File: config.mk
export PLATFORM = sky130hd
export DESIGN_NAME = machine_d_driver
export DESIGN_NICKNAME = d
export VERILOG_FILES = /design/src/rtl/machine_d_driver.sv
export SDC_FILE = /design/constraint.sdc
export NUM_CORES = 1
export LEC_CHECK = 0
export BUFFER_PORTS_ARGS = -buffer_cell sky130_fd_sc_hd__buf_2
export CORE_MARGIN = 2
export CORE_UTILIZATION = 54
export DETAILED_ROUTE_END_ITERATION = 10
export PLACE_DENSITY = 0.82
export SYNTH_ARGS = -nofsm -noshare
export SYNTH_HDL_FRONTEND = slang
export SYNTH_SLANG_ARGS = --single-unit
File: constraint.sdc
create_clock -name CLK -period 2 [get_ports CLK]
set_input_delay 0.2 -clock CLK [delete_from_list [all_inputs] [get_ports CLK]]
set_output_delay 0.2 -clock CLK [all_outputs]
set_load 0.02 [all_outputs]
File: src/rtl/machine_d_driver.sv
`default_nettype none
// ============================================================================
// machine_d_driver: shifts a parallel pattern out MSB-first on x and counts
// the detector's F responses over the transfer.  Rev 1.0
// ============================================================================
module machine_d_driver #(
  parameter int W  = 8,
  parameter int CW = 4
) (
  input  logic          CLK,
  input  logic          RESET,
  input  logic          start,
  input  logic [W-1:0]  pattern,
  input  logic [CW-1:0] len,
  input  logic          F,
  output logic          x,
  output logic          busy,
  output logic          done,
  output logic [2:0]    S,
  output logic [CW-1:0] hits
);

  typedef enum logic [2:0] {
    IDLE  = 3'b000,
    LOAD  = 3'b001,
    SHIFT = 3'b010,
    DONE  = 3'b011
  } state_t;

  localparam logic [CW-1:0] C_W = CW'(W);

  state_t        r_state;
  logic [W-1:0]  r_shift;
  logic [CW-1:0] r_count;
  logic          r_x;
  logic [CW-1:0] r_hits;

  logic [CW-1:0] w_n;
  logic [W-1:0]  w_aligned;

  // Left-align the n active bits so the next bit to send is always the MSB.
  always_comb begin
    w_n       = (len == '0 || len > C_W) ? C_W : len;
    w_aligned = pattern << (C_W - w_n);
  end

  always_ff @(posedge CLK or posedge RESET) begin
    if (RESET) begin
      r_state <= IDLE;
      r_shift <= '0;
      r_count <= '0;
      r_x     <= 1'b0;
      r_hits  <= '0;
    end else begin
      case (r_state)
        IDLE: begin
          if (start) begin
            r_shift <= w_aligned;
            r_count <= w_n;
            r_state <= LOAD;
          end
        end
        LOAD: begin
          r_hits  <= '0;
          r_x     <= r_shift[W-1];
          r_shift <= r_shift << 1;
          r_state <= SHIFT;
        end
        SHIFT: begin
          if (F) r_hits <= r_hits + CW'(1);
          r_count <= r_count - CW'(1);
          if (r_count == CW'(1)) begin
            r_x     <= 1'b0;
            r_state <= DONE;
          end else begin
            r_x     <= r_shift[W-1];
            r_shift <= r_shift << 1;
          end
        end
        DONE: begin
          // F is registered in the detector, so its last response lands here.
          if (F) r_hits <= r_hits + CW'(1);
          r_state <= IDLE;
        end
        default: r_state <= IDLE;
      endcase
    end
  end

  assign x    = r_x;
  assign busy = (r_state == LOAD) || (r_state == SHIFT);
  assign done = (r_state == DONE);
  assign S    = r_state;
  assign hits = r_hits;

endmodule
`default_nettype wire

==> metrics.cfg <==
[place]
place_inst=188
routabilityCongestion=0.860
dpl.hpwl_mm=2.13
io_buffers=24

[layout]
fin_nets=188
syn_to_final_growth_pct=15.5
antenna_cells=0
nFillCells=190
drive_gt1_share_pct=26.2
final_common_cell=buf_2
final_core_util_pct=66.9
final_cell_mix=buf_2 (24), dfrtp_1 (19), nand2_1 (10), inv_1 (9), nor2_1 (9)
finalNonFillerCells=192

[pwr]
power_frac_comb_pct=59.2
leakagePower_nw=0.685
switching_power_mw=0.994
ir_drop_uv=929
p_sw_share_pct=45.7
finalPower_mw=2.18
power.density_nw_per_um2=1460
p_seq_share_pct=31.8
p_int_mw=1.18
pwr-share-clk_pct=9.1

[logic_synthesis]
syn_area_per_cell_um2=9.58
ys_async_sr_fraction_pct=100
ys_warn_count=0
synth-edff-count=0
synth-xor-area-share_pct=1.35
synth_mux_area_share_pct=13.4
synth_ff_type=dfrtp_1
synthesis.instances=135
ys_seq_area_share_pct=36.8
synth_compound_area_share_pct=18.4
synth_fp_nets=158
ys_ff_latch=19
synth_top_family_by_area=compound AO/OA/AOI/OAI gates
synthAdderAreaFrac_pct=6.77
synth.cell_area_um2=1290
synth-simple-area-share_pct=17.7
ys_types=40

[timing]
period_needed_ns=1.79
relSlewSlack_pct=52.6
hold_slack_ns=-0.0114
setup_viol=0
worst_slew_pin_slew_ns=0.711
skew_ns=0.00280
min_period_over_period_pct=89.6
final_hold_viol_count=19
slew_viol_final=0
setup_tns_ns=0
rsz0062_at_grt=no
fmax_mhz=558

[grt]
antenna_found_initial=0
grt_max_degree=20
grt.total_usage_pct=23.5
grt_overflow_total=0
grt_pass1_vias=1148
grt_first_pass_wirelength_mm=4.84

[cts]
h-tree-depth=1
cts_tree=yes
cts_hold_buf=0
ctsResizeCount=0
cts_num_sinks=19
cts_buffers=3
cts.clk_slew.worst_paths_ns=0.11
clockBufferDepth=2
worstSkewPairLatency_ns=0.30
cts_setup_buffers=0
cts_root_buffer=clkbuf_4

[worst_setup_path]
r2r_slack_ns=0.25
crit_arrival_ns=1.59
start_kind=flip-flop
critical_path_required_ns=1.80
crit_fanout=11
r2r_start=S[0]$_DFFE_PP0P_
crit_type=reg2out
worstSetupEndpointType=primary output
worst_r2r_path_depth=8
r2r_end=r_shift[7]$_DFFE_PP0P_

[run]
maxCapViolCount=0

[drt]
wl_mm=2.75
avgViaCountPerCell=5.95
ant_nets=0
first_iter_violations=10
drc=0
drt_pass1_iterations=4
vias=1142
post_drt_wl_per_cell_um=14.3

[status]
violations=hold timing
status=complete, but fails checks

[die]
row_count=17
dieHeight_um=52.9
dieArea_um2=2800
core-area_um2=2230
die_x_um=52.9
io_pins=26
start_util_pct=57.9

[worst_hold_path]
hold_class=in2async

==> worst max path at each step <==
stage / from / to / slack (ns) / depth (start not counted)
after floorplan: len[0] / r_shift[5]$_DFFE_PP0P_ / 0.06 / 8
after detailed placement: len[3] / r_shift[6]$_DFFE_PP0P_ / 0.08 / 8
final: S[1]$_DFFE_PP0P_ / busy / 0.21 / 4
after global routing: S[0]$_DFFE_PP0P_ / r_shift[7]$_DFFE_PP0P_ / 0.07 / 8
after global placement: len[3] / r_shift[6]$_DFFE_PP0P_ / 0.16 / 8
after CTS: S[1]$_DFFE_PP0P_ / busy / 0.21 / 4
==> registers in the layout, indices dropped and copies added (netlist names) <==
signal	flops
r_count	4
r_shift	8
x	1
S	2
hits	4
==> metal layers <==
| metal | wire (um) | track usage (%) |
|---|---|---|
| met5 | 0 | 0 |
| met4 | 49 | 11.5 |
| met3 | 103 | 1.69 |
| met2 | 1400 | 42.9 |
| met1 | 1200 | 27.4 |
==> kinds of logic after synthesis <==
family | Yosys count
buffers and inverters | 15
xor gates and xnor gates | 2
muxes | 11
other | 1
DFF | 19
AOI/OAI and AO/OA | 36
and+or+nand+nor | 44
adders and majority gates | 7
==> power by group through the flow <==
| stage | Combinational [mW] | Sequential (mW) | Clock [mW] |
|---|---|---|---|
| floorplan | 0.888 | 0.721 | 0 |
| global placement | 1.23 | 0.687 | 0 |
| detailed placement | 1.27 | 0.696 | 0 |
| CTS | 1.29 | 0.690 | 0.203 |
| global route | 1.46 | 0.709 | 0.220 |
| finish | 1.29 | 0.691 | 0.197 |
==> per-stage QoR <==
step / setup WS [ns] / cell area, um^2
2_1_floorplan: 0.0612 / 1290
3_3_place_gp: 0.157 / 1470
3_5_place_dp: 0.0752 / 1470
4_1_cts: 0.209 / 1490
5_1_grt: 0.0706 / 1490
6_report: 0.209 / 1490
==> layout make-up <==
class | count | area, um^2 | share of cell area (%)
inverter | 9 | 33.8 | 2.26
clock buffer | 3 | 22.5 | 1.51
clock inverter | 1 | 5.00 | 0.335
sequential | 19 | 475 | 31.8
tap | 28 | 35.0 | 2.35
timing repair buffer | 31 | 173 | 11.6
multi-input combinational | 101 | 749 | 50.2
==> critical path, stage by stage, from the launching register on <==
cell	delay, ns
dfrtp_1	0.44
inv_1	0.08
ha_1	0.39
buf_4	0.21
buf_2	0.17
==> synth_stat cells, types with 4 or more instances <==
cell type  number  area share [%]
nor2_1          9             2.6
nor3_1          6             2.3
inv_1           9             2.6
dfrtp_1        19              37
ha_1            7             6.8
a21oi_1         7             2.7
mux4_2          5             8.7
mux2i_1         5             3.9
or3_1           4             1.9
nand2_1        10             2.9
o21ai_0         8             3.1
nand3_1         4             1.5
a31oi_1         5             2.4
No activity file was read; power rests on OpenSTA's default activity.
